$ cat src/rtl/tpu_io_pkg.sv
// tpu_io_pkg: shared types, codes and the 7-segment decoder for the board-level TPU top.
package tpu_io_pkg;
    typedef enum logic [1:0] {IDLE = 2'd0, COMPUTE = 2'd1, DONE = 2'd2} state_t;
    localparam int N = 4;
    localparam logic [1:0] MODE_BTN = 2'b00;
    localparam logic [2:0] ACT_RELU = 3'b001;
    localparam logic [1:0] SEL_A = 2'b00;
    localparam logic [1:0] SEL_B = 2'b01;
    localparam logic [1:0] SEL_C = 2'b10;

    // Active-low segments ordered {g,f,e,d,c,b,a}
    function automatic logic [6:0] hex7(input logic [3:0] h);
        case (h)
            4'h0: hex7 = 7'b1000000;
            4'h1: hex7 = 7'b1111001;
            4'h2: hex7 = 7'b0100100;
            4'h3: hex7 = 7'b0110000;
            4'h4: hex7 = 7'b0011001;
            4'h5: hex7 = 7'b0010010;
            4'h6: hex7 = 7'b0000010;
            4'h7: hex7 = 7'b1111000;
            4'h8: hex7 = 7'b0000000;
            4'h9: hex7 = 7'b0010000;
            4'ha: hex7 = 7'b0001000;
            4'hb: hex7 = 7'b0000011;
            4'hc: hex7 = 7'b1000110;
            4'hd: hex7 = 7'b0100001;
            4'he: hex7 = 7'b0000110;
            default: hex7 = 7'b0001110;
        endcase
    endfunction
endpackage

$ cat src/rtl/tpu_top_io_complete_seg7_mux.sv
// seg7_mux: time-multiplexes a 16-bit value onto four active-low 7-segment digits.
module seg7_mux
    import tpu_io_pkg::*;
#(
    parameter int REFRESH_BITS = 16
) (
    input  logic        clk,
    input  logic        rst,
    input  logic [15:0] value,
    output logic [6:0]  seg,
    output logic [3:0]  an
);
    logic [REFRESH_BITS-1:0] cnt;
    logic [1:0] digit;

    always_ff @(posedge clk or posedge rst) begin
        if (rst) cnt <= '0;
        else     cnt <= cnt + 1'b1;
    end

    assign digit = cnt[REFRESH_BITS-1 -: 2];
    assign an    = ~(4'b0001 << digit);
    assign seg   = hex7(value[{digit, 2'b00} +: 4]);
endmodule

$ cat src/rtl/tpu_top_io_complete.sv
// tpu_top_io_complete: button/switch driven 4x4 int8 matrix engine with LED and 7-seg readout.
module tpu_top_io_complete
    import tpu_io_pkg::*;
#(
    parameter int REFRESH_BITS = 16
) (
    input  logic        clk,
    input  logic        rst_n,
    input  logic [15:0] switches,
    input  logic        btn_center,
    input  logic        btn_up,
    input  logic        btn_left,
    input  logic        btn_right,
    input  logic        btn_down,
    output logic [15:0] leds,
    output logic        tpu_busy_led,
    output logic        tpu_done_led,
    output logic [6:0]  seg,
    output logic [3:0]  an,
    input  logic        uart_rx,
    output logic        uart_tx,
    input  logic        spi_sclk,
    input  logic        spi_mosi,
    input  logic        spi_cs_n,
    output logic        spi_miso
);
    logic [3:0] raw, pulse;
    logic [1:0] mode, sel;
    logic [2:0] act;
    logic [3:0] addr, e;
    logic [1:0] k;
    logic signed [17:0] acc, sum;
    logic signed [15:0] prod;
    logic [15:0] sat, result;
    logic [15:0] mem_a [16];
    logic [15:0] mem_b [16];
    logic [15:0] mem_c [16];
    logic abort, start, computing, wr, last;
    state_t state, next;
    logic unused_ok;

    assign unused_ok = ^{uart_rx, spi_sclk, spi_mosi, spi_cs_n, btn_right, switches[13]};
    assign raw = {btn_down, btn_left, btn_up, btn_center};

    // Two sync flops, then a registered rising-edge pulse per button
    genvar b;
    generate
        for (b = 0; b < 4; b++) begin : g_btn
            logic [2:0] sh;
            logic p;
            always_ff @(posedge clk or posedge rst_n) begin
                if (rst_n) begin
                    sh <= '0;
                    p  <= 1'b0;
                end else begin
                    sh <= {sh[1:0], raw[b]};
                    p  <= sh[1] & ~sh[2];
                end
            end
            assign pulse[b] = p;
        end
    endgenerate

    assign mode      = switches[15:14];
    assign act       = switches[12:10];
    assign sel       = switches[9:8];
    assign abort     = pulse[0];
    assign computing = (state == COMPUTE);
    assign start     = pulse[1] && (state == IDLE || state == DONE);
    assign wr        = pulse[3] && mode == MODE_BTN && !computing;
    assign last      = computing && k == 2'd3 && e == 4'd15;

    // Element e = row*4+col; A is walked along the row, B down the column
    assign prod   = $signed(mem_a[{e[3:2], k}][15:8]) * $signed(mem_b[{k, e[1:0]}][15:8]);
    assign sum    = acc + {{2{prod[15]}}, prod};
    assign sat    = sum > 18'sd32767 ? 16'h7fff : sum < -18'sd32768 ? 16'h8000 : sum[15:0];
    assign result = (act == ACT_RELU && sat[15]) ? 16'h0000 : sat;

    always_comb next = abort ? IDLE : start ? COMPUTE : last ? DONE : state;

    always_ff @(posedge clk or posedge rst_n) begin
        if (rst_n) state <= IDLE;
        else       state <= next;
    end

    always_ff @(posedge clk or posedge rst_n) begin
        if (rst_n) begin
            addr <= '0;
            e    <= '0;
            k    <= '0;
            acc  <= '0;
            for (int n = 0; n < 16; n++) begin
                mem_a[n] <= '0;
                mem_b[n] <= '0;
                mem_c[n] <= '0;
            end
        end else begin
            if (pulse[2]) addr <= switches[3:0];
            if (wr && sel == SEL_A) mem_a[addr] <= {switches[7:0], 8'h00};
            if (wr && sel == SEL_B) mem_b[addr] <= {switches[7:0], 8'h00};
            if (start) begin
                e   <= '0;
                k   <= '0;
                acc <= '0;
            end else if (computing && !abort) begin
                k   <= k + 1'b1;
                acc <= k == 2'd3 ? 18'sd0 : sum;
                if (k == 2'd3) begin
                    mem_c[e] <= result;
                    e        <= e + 1'b1;
                end
            end
        end
    end

    assign leds = sel == SEL_A ? mem_a[addr] : sel == SEL_B ? mem_b[addr] :
                  sel == SEL_C ? mem_c[addr] : 16'h0000;
    assign tpu_busy_led = computing;
    assign tpu_done_led = (state == DONE);
    assign uart_tx  = 1'b1;
    assign spi_miso = 1'b0;

    seg7_mux #(.REFRESH_BITS(REFRESH_BITS)) u_seg (
        .clk  (clk),
        .rst  (rst_n),
        .value(leds),
        .seg  (seg),
        .an   (an)
    );
endmodule

$ cat config.mk
export PLATFORM = sky130hd
export DESIGN_NAME = tpu_top_io_complete
export DESIGN_NICKNAME = d
export VERILOG_FILES = /design/src/rtl/tpu_io_pkg.sv /design/src/rtl/tpu_top_io_complete_seg7_mux.sv /design/src/rtl/tpu_top_io_complete.sv
export SDC_FILE = /design/constraint.sdc
export NUM_CORES = 1
export LEC_CHECK = 0
export CAP_MARGIN = 5
export CORE_ASPECT_RATIO = 1.4
export CORE_MARGIN = 2
export CORE_UTILIZATION = 65
export CTS_CLUSTER_DIAMETER = 150
export CTS_CLUSTER_SIZE = 8
export DETAILED_ROUTE_END_ITERATION = 8
export PLACE_DENSITY = 0.83
export REMOVE_ABC_BUFFERS = 1
export SYNTH_ARGS = -nofsm -noshare
export SYNTH_HDL_FRONTEND = slang
export SYNTH_SLANG_ARGS = --single-unit
$ cat constraint.sdc
create_clock -name clk -period 48.4 [get_ports clk]
set_clock_uncertainty 0.05 [all_clocks]
set_input_delay 9.68 -clock clk [delete_from_list [all_inputs] [get_ports clk]]
set_output_delay 9.68 -clock clk [all_outputs]
set_load 0.05 [all_outputs]
==> results of run 1 <==
[power by group through the flow]
stage	clock network, mW	logic (mW)	registers [mW]
3_5_place_dp	0	0.417	0.547
5_1_grt	0.532	0.458	0.545
4_1_cts	0.511	0.424	0.540
2_1_floorplan	0	0.265	0.562
6_report	0.510	0.432	0.541
3_3_place_gp	0	0.404	0.543
[per-stage QoR]
stage / power (mW) / utilization (%) / hold slack (ps) / cells / instance area [µm²]
finish: 1.48 / 71.5 / 298 / 3194 / 34200
global route: 1.54 / 71.5 / 306 / 3194 / 34200
CTS: 1.48 / 71.5 / 299 / 3194 / 34200
detailed placement: 0.964 / 67.0 / 289 / 3103 / 32000
global placement: 0.947 / 67.0 / 283 / 3103 / 32000
floorplan: 0.827 / - / 281 / 2391 / 30500
[cells in the final DEF, fill, tap and decap left out, drive strengths merged, types with 48 or more instances in the layout]
master / instances
a21oi: 48
dfrtp: 574
and2: 52
clkdlybuf4s50: 49
mux4: 185
ha: 58
inv: 99
o21ai: 278
mux2: 270
clkbuf: 89
nor2: 55
fa: 56
nand2: 327
[worst max-delay path: cells and delay by family]
kind | cells | cell delay (ps)
adders and majority gates | 1 | 260
and+or+nand+nor | 3 | 1070
buffers and inverters | 2 | 1990
AOI/OAI and AO/OA | 5 | 1740
[final cells by class]
| type | count | area (µm²) | area share [%] |
|---|---|---|---|
| Tap cell | 630 | 788 | 2.31 |
| Clock buffer | 89 | 2150 | 6.30 |
| Inverter | 97 | 372 | 1.09 |
| Timing Repair Buffer | 82 | 738 | 2.16 |
| Clock inverter | 2 | 17.5 | 0.0512 |
| Multi-Input combinational cell | 1720 | 15700 | 46.0 |
| Sequential cell | 574 | 14400 | 42.1 |
[layer usage]
layer	global-route usage, %	routed length (µm)	up-vias
li1	-	-	9180
met1	42.5	29500	11400
met2	58.8	43100	1235
met3	6.94	6820	393
met4	25.6	6760	2
met5	0	9	-
[worst paths after layout]
path	to	slack (ps)	depth (start not counted)
max	seg[0]	23930	11
min	g_btn[3].sh[1]$_DFF_PP0_	300	0
max reg2reg	mem_c[101]$_DFFE_PP0P_	38510	29
min reg2reg	g_btn[3].sh[1]$_DFF_PP0_	300	0
max in group asynchronous	addr[0]$_DFFE_PP0P_	35380	5
min in group asynchronous	g_btn[1].sh[2]$_DFF_PP0_	9610	2
[sequential cells by signal (all words and copies together), names as in the netlist]
name,flops
mem_a,128
e,4
acc,18
mem_c,256
g_btn.p,3
mem_b,128
abort,1
state,2
g_btn.sh,12
u_seg.cnt,16
k,2
addr,4
[cells by family after synthesis]
| family | synth area share [%] |
|---|---|
| AOI/OAI and AO/OA | 10.4 |
| xor gates and xnor gates | 1.45 |
| adders and majority gates | 5.90 |
| buffers and inverters | 3.90 |
| DFF | 45.9 |
| muxes | 24.5 |
| other | 0.0240 |
| and+or+nand+nor | 7.90 |
==> impl_metrics.csv, run 1 <==
group,metric,value,unit
cells_and_area,area_growth_syn_to_layout,9.17,%
clocking,clock_path_buffers,3,
detailed_routing,drc_errors,0,
grt,first_global_vias,23800,
grt,grt_usage,35.8,%
sta,slew_viol_final,0,
yosys,synth_top_area_share,45.9,%
cells_and_area,layout-drive-gt1-share,24.5,%
critical_path,worstPathRequired,38670,ps
power_and_ir_drop,seq_power_share,36.5,%
critical_path,timing.rr.start,"k[0]$_DFFE_PP0P_",
grt,grt_overflow,0,
sta,finalHoldViolations,0,
clocking,cts_tree,"built",
clocking,cts_resized,0,
yosys,synth-async-reset-ratio,100,%
yosys,ys_seq_area_share,45.9,%
yosys,synth-seq-cells,574,
yosys,yosys_warnings,0,
critical_path,arrival,14740,ps
power_and_ir_drop,pwr_density_cell,43.4,nW/µm²
power_and_ir_drop,p_int,0.948,mW
clocking,htree_levels,3,
floorplan,placementRows,95,
outcome,outcome,"completed",
critical_path,cp_slowest_stage_delay,1050,ps
sta,max_slew_margin,8.62,%
worst_hold_path,hold_class,"register to register",
floorplan,dieArea,50000,µm²
floorplan,core,47800,µm²
critical_path,slowest_stage,"clkdlybuf4s50_1",
power_and_ir_drop,power.switching,0.535,mW
worst_hold_path,min_from,"g_btn[3].sh[0]$_DFF_PP0_",
floorplan,num_io_pins,58,
detailed_routing,vias_per_cell,6.96,
floorplan,die_h,264,µm
yosys,synth_most_common_cell,"dfrtp_1",
critical_path,crit_chain,"clkdlybuf4s50_1 > nor3b_1 > a22oi_1 > nand4_1 > o311a_1 > o221ai_1 > o21ai_1 > ha_1 > and3b_1 > a211oi_1 > clkdlybuf4s50_1",
sta,min_period,24470,ps
yosys,netlist_area,31300,µm²
run,cap_violations,0,
detailed_routing,drt_iter0_drc,2328,
sta,clock.fmax,0.0409,GHz
detailed_routing,final_antenna_net_count,0,
placed_design,portBuffers,49,
placed_design,hpwl,56400,µm
cells_and_area,nets,2697,
critical_path,path_common_cell,"clkdlybuf4s50_1",
yosys,synth_area_leaders,"dfrtp_1 46%, mux4_2 13%, mux2_2 9.7%",
critical_path,critPathCaptureType,"output pin",
clocking,insertion_delay,620,ps
clocking,path_clk_slew,50,ps
grt,grt_max_degree,136,
grt,grt_pass1_wl,136000,µm
yosys,syn_area_per_cell,12.2,µm²
clocking,clockRootBuffer,"clkbuf_16",
power_and_ir_drop,comb_power_share,29.1,%
yosys,synth_cell_type_count,67,
sta,setup_tns,0,ps
critical_path,path_max_fanout,17,
sta,worst_slew_pin_slew,1370,ps
detailed_routing,wire_per_inst,27.0,µm
floorplan,die_w,189,µm
power_and_ir_drop,p_clk_share,34.4,%
critical_path,critPathKind,"input port to output pin",
critical_path,cp-startpoint,"switches[8]",
clocking,cts.sinks,574,
power_and_ir_drop,vdd_ir_drop_max,0.0000438,V
yosys,yosys_most_used_dff,"dfrtp_1",
sta,rsz0062_at_grt,"false",
yosys,netlist_instances,2561,
floorplan,start_util,65.5,%
critical_path,critPathLaunchType,"input port",
detailed_routing,drt-total-wl,86200,µm
yosys,ys_top_cells_by_count,"574 x dfrtp_1, 327 x nand2_1, 270 x mux2_2",
cells_and_area,fillers,3072,
power_and_ir_drop,swShare,36.1,%
cells_and_area,n_antenna_cell,0,
sta,setup_viol,0,
grt,antenna_found_initial,1,
yosys,synth_largest_area_cell,"dfrtp_1",
yosys,synth_edf_count,0,
sta,timing.final.ws_setup,23930,ps
placed_design,dp_slack,24170,ps
clocking,ctsHoldBuffers,0,
clocking,numCtsBuffers,81,
placed_design,gp_congestion,0.922,
detailed_routing,vias,22200,
sta,fin_crit_sh,50.6,%
clocking,cts_setup_buffers,0,
detailed_routing,drtPass1Iterations,6,
power_and_ir_drop,p_leak,15.6,nW
Note: power is estimated with default switching activity, not from simulation.
==> run 2, diff against run 1 <==
Settings changed: CORE_UTILIZATION 65 to 63, PLACE_DENSITY 0.83 to 0.8.
Clock period 48.4 ns to 22.9 ns, I/O delays scaled along.
==> impl_metrics.csv, run 2 (synthesized netlist as in run 1, its figures left out) <==
group,metric,value,unit
sta,timing.final.ws_setup,8880,ps
critical_path,critPathCaptureType,"output pin",
critical_path,ff2ff_setup_slack,13170,ps
floorplan,start_util,63.9,%
clocking,numCtsBuffers,81,
floorplan,core,49000,µm²
cells_and_area,nets,2693,
critical_path,worstPathRequired,18270,ps
grt,antenna_found_initial,0,
cells_and_area,layout_commonest_cell,"dfrtp_1",
floorplan,num_io_pins,58,
cells_and_area,final_util,69.8,%
power_and_ir_drop,vdd_ir_drop_max,0.000103,V
cells_and_area,largest_reg_flops,256,
detailed_routing,vias,21900,
power_and_ir_drop,p_int,1.98,mW
cells_and_area,layout-drive-gt1-share,24.4,%
critical_path,worst_r2r_path_depth,29,
sta,setup_tns,0,ps
clocking,htree_levels,3,
power_and_ir_drop,p_leak,15.6,nW
floorplan,dieArea,51500,µm²
clocking,clock_path_buffers,3,
sta,worst_slew_pin_slew,1370,ps
sta,finalHoldViolations,0,
sta,holdWs,295,ps
power_and_ir_drop,seq_power_share,36.4,%
clocking,cts_setup_buffers,0,
power_and_ir_drop,swShare,36.5,%
cells_and_area,regMostFlops,"mem_c",
grt,grt_max_degree,210,
power_and_ir_drop,power.switching,1.14,mW
power_and_ir_drop,pwr_density_cell,91.3,nW/µm²
placed_design,gp_congestion,0.921,
power_and_ir_drop,comb_power_share,29.2,%
worst_hold_path,hold_class,"register to register",
clocking,ctsHoldBuffers,0,
sta,clock.fmax,0.0713,GHz
clocking,path_clk_slew,50,ps
detailed_routing,drt_iter0_drc,1843,
detailed_routing,drtPass1Iterations,5,
grt,grt_overflow,0,
detailed_routing,drc_errors,0,
grt,first_global_vias,23600,
sta,setup_viol,0,
critical_path,arrival,9390,ps
outcome,outcome,"completed",
clocking,cts_tree,"built",
clocking,cts.sinks,574,
clocking,insertion_delay,640,ps
run,cap_violations,0,
sta,fin_crit_sh,61.2,%
sta,slew_viol_final,0,
critical_path,critPathKind,"input port to output pin",
placed_design,hpwl,55800,µm
placed_design,dp_slack,9030,ps
cells_and_area,final_cell_mix,"569 x dfrtp_1, 327 x nand2_1, 270 x mux2_2",
power_and_ir_drop,total_power,3.12,mW
grt,grt_pass1_wl,135000,µm
critical_path,critPathLaunchType,"input port",
detailed_routing,final_antenna_net_count,0,
worst_hold_path,hold_depth,0,
cells_and_area,area_growth_syn_to_layout,9.18,%
clocking,clockRootBuffer,"clkbuf_16",
sta,min_period,14020,ps
detailed_routing,vias_per_cell,6.84,
floorplan,die_h,268,µm
floorplan,placementRows,96,
sta,max_slew_margin,8.17,%
floorplan,die_w,192,µm
detailed_routing,drt-total-wl,85400,µm
clocking,cts_resized,0,
power_and_ir_drop,p_clk_share,34.4,%
cells_and_area,reg_top3,"mem_c (256), mem_a (128), mem_b (128)",
placed_design,portBuffers,49,
critical_path,path_max_fanout,17,
grt,grt_usage,34.9,%
detailed_routing,wire_per_inst,26.7,µm
sta,rsz0062_at_grt,"false",
run 2: per-layer routing:
layer	wire length (µm)	up-vias	share of wire [%]	global-route usage [%]
met5	0	-	0	0
met4	7040	0	8.2	26.1
met3	6680	369	7.8	6.88
met2	42400	1128	50	57.0
met1	29200	11200	34	41.0
li1	-	9196	-	-
run 2: through the flow:
stage / area (µm²) / std cells
after global routing: 34200 / 3198
after detailed placement: 32000 / 3106
after CTS: 34200 / 3198
final: 34200 / 3199
after global placement: 32000 / 3106
after floorplan: 30500 / 2391
run 2: layout make-up:
type,count,area (µm²)
antenna,1,2.50
sequential,574,14400
multi-input combinational,1720,15700
inverter,97,372
clock inverter,7,126
tap,637,797
clock buffer,85,2050
fill,3287,14800
timing repair buffer,78,721
run 2: worst paths after layout:
kind | endpoint | from
min in group asynchronous | g_btn[1].sh[0]$_DFF_PP0_ | rst_n
setup reg to reg | mem_c[59]$_DFFE_PP0P_ | e[0]$_DFFE_PP0P_
hold reg to reg | g_btn[1].sh[1]$_DFF_PP0_ | g_btn[1].sh[0]$_DFF_PP0_
max in group asynchronous | addr[0]$_DFFE_PP0P_ | rst_n
setup / recovery | seg[3] | switches[8]
hold / removal | g_btn[1].sh[1]$_DFF_PP0_ | g_btn[1].sh[0]$_DFF_PP0_
run 2: critical path: stages:
cell and delay (ps):
clkdlybuf4s50_1 1020, nor3b_1 660, a22oi_1 250, nand4_1 230
o311a_1 360, o22ai_1 130, o21ai_1 550, ha_1 360
mux2_2 270, mux2i_1 150, clkdlybuf4s50_1 820
run 2: power by group through the flow:
stage / Clock, mW / Sequential [mW] / Combinational, mW
final: 1.07 / 1.13 / 0.912
after global routing: 1.12 / 1.14 / 0.970
after CTS: 1.08 / 1.13 / 0.901
after detailed placement: 0 / 1.15 / 0.890
after global placement: 0 / 1.14 / 0.869
after floorplan: 0 / 1.19 / 0.560
==> run 3, diff against run 2 <==
Settings changed: CORE_UTILIZATION 63 to 57, PLACE_DENSITY 0.8 to 0.77.
Clock period 22.9 ns to 12.8 ns, I/O delays scaled along.
==> impl_metrics.csv, run 3 (synthesized netlist as in run 1, its figures left out) <==
group,metric,value,unit
critical_path,critPathLaunchType,"input port",
worst_hold_path,hold_depth,0,
detailed_routing,drc_errors,0,
floorplan,core,54200,µm²
floorplan,die_h,281,µm
sta,finalHoldViolations,0,
critical_path,timing.rr.start,"e[0]$_DFFE_PP0P_",
sta,min_period,10430,ps
detailed_routing,final_antenna_net_count,0,
sta,holdWs,300,ps
critical_path,critPathKind,"input port to output pin",
detailed_routing,vias,21600,
cells_and_area,nets,2693,
detailed_routing,wire_per_inst,25.7,µm
detailed_routing,drt_iter0_drc,1621,
sta,slew_viol_final,0,
clocking,path_clk_slew,50,ps
sta,max_slew_margin,14.3,%
cells_and_area,final_cell_mix,"569 x dfrtp_1, 327 x nand2_1, 270 x mux2_2",
grt,first_global_vias,23000,
cells_and_area,largest_reg_flops,256,
floorplan,die_w,202,µm
clocking,cts.sinks,574,
placed_design,dp_cells,3188,
cells_and_area,fin_cells,3280,
clocking,insertion_delay,620,ps
cells_and_area,layout-drive-gt1-share,24.3,%
detailed_routing,drt-total-wl,84100,µm
cells_and_area,reg_top3,"mem_c (256), mem_a (128), mem_b (128)",
detailed_routing,vias_per_cell,6.60,
worst_hold_path,min_from,"g_btn[1].sh[0]$_DFF_PP0_",
grt,grt_overflow,0,
clocking,cts_setup_buffers,0,
sta,fin_crit_sh,81.5,%
cells_and_area,design_area,34300,µm²
sta,rsz0062_at_grt,"false",
sta,setup_tns,0,ps
placed_design,gp_congestion,0.886,
critical_path,worst_r2r_path_depth,30,
sta,clock.fmax,0.0958,GHz
critical_path,ff2ff_setup_slack,2680,ps
cells_and_area,area_growth_syn_to_layout,9.51,%
worst_hold_path,hold_class,"register to register",
floorplan,start_util,57.8,%
placed_design,placed_area,32100,µm²
clocking,clockRootBuffer,"clkbuf_16",
floorplan,dieArea,56800,µm²
power_and_ir_drop,pwr_density_cell,163,nW/µm²
detailed_routing,drtPass1Iterations,5,
clocking,htree_levels,3,
cells_and_area,n_antenna_cell,0,
worst_hold_path,hold_end,"g_btn[1].sh[1]$_DFF_PP0_",
cells_and_area,regMostFlops,"mem_c",
clocking,clock_path_buffers,3,
critical_path,critPathCaptureType,"output pin",
sta,setup_viol,0,
floorplan,num_io_pins,58,
critical_path,worstPathRequired,10190,ps
power_and_ir_drop,p_leak,15.6,nW
clocking,cts_resized,0,
grt,grt_usage,30.6,%
clocking,cts_tree,"built",
clocking,ctsHoldBuffers,0,
clocking,numCtsBuffers,81,
placed_design,hpwl,56500,µm
cells_and_area,layout_commonest_cell,"dfrtp_1",
placed_design,portBuffers,49,
outcome,outcome,"completed",
critical_path,cp-startpoint,"switches[8]",
grt,grt_max_degree,120,
floorplan,placementRows,101,
power_and_ir_drop,vdd_ir_drop_max,0.000129,V
sta,worst_slew_pin_slew,1280,ps
critical_path,path_max_fanout,17,
grt,antenna_found_initial,0,
critical_path,r2r_end,"mem_c[174]$_DFFE_PP0P_",
grt,grt_pass1_wl,133000,µm
run,cap_violations,0,
critical_path,arrival,7820,ps
==> run 3: changes by cell type in the layout (fill, tap and decap cells not counted), sizes merged <==
| cell | previous run | this run |
|---|---|---|
| clkbuf | 85 | 89 |
| clkdlybuf4s50 | 49 | 48 |
| clkinv | 5 | 0 |
| diode | 1 | 0 |
==> run 3: worst max path at each step <==
stage / end / slack [ps] / depth (start not counted)
CTS: seg[3] / 2510 / 11
floorplan: abort$_DFF_PP0_ / -5870 / 1
finish: seg[3] / 2370 / 11
detailed placement: seg[3] / 2580 / 11
global placement: seg[3] / 2530 / 11
global route: mem_c[254]$_DFFE_PP0P_ / 2080 / 30
==> run 3: critical path, cell delays in order <==
cell and delay, ps:
clkdlybuf4s50_1 1000, nor3b_1 770, a22oi_1 260, nand4_1 270
o311a_1 400, o22ai_1 110, o21ai_1 470, ha_1 350
mux2_2 260, mux2i_1 430, clkdlybuf4s50_1 920
==> run 3: metal layers <==
layer / global-route usage (%) / share of wire, % / vias up
met2: 52.1 / 51 / 1017
met5: 0 / 0 / -
li1: - / - / 9185
met3: 5.31 / 6.7 / 296
met1: 35.6 / 35 / 11100
met4: 20.9 / 7.2 / 0
==> run 3: stage by stage <==
stage	utilization (%)	power, mW	setup WS, ps
2_1_floorplan	-	3.13	-5870
3_3_place_gp	59.2	3.61	2530
3_5_place_dp	59.2	3.66	2580
4_1_cts	63.2	5.57	2510
5_1_grt	63.2	5.79	2080
6_report	63.2	5.58	2370
==> run 3: final cells by class <==
class                      instances  area (µm²)
fill                            3958       19900
timing repair buffer              78         766
clock buffer                      88        2110
clock inverter                     2        28.8
multi-input combinational       1720       15700
tap                              721         902
sequential                       574       14400
inverter                          97         372
==> run 3: power breakdown <==
group	switching (mW)	leakage, nW	internal [mW]
logic	1.14	7.89	0.481
registers	0.116	6.67	1.94
clock network	0.757	1.05	1.14
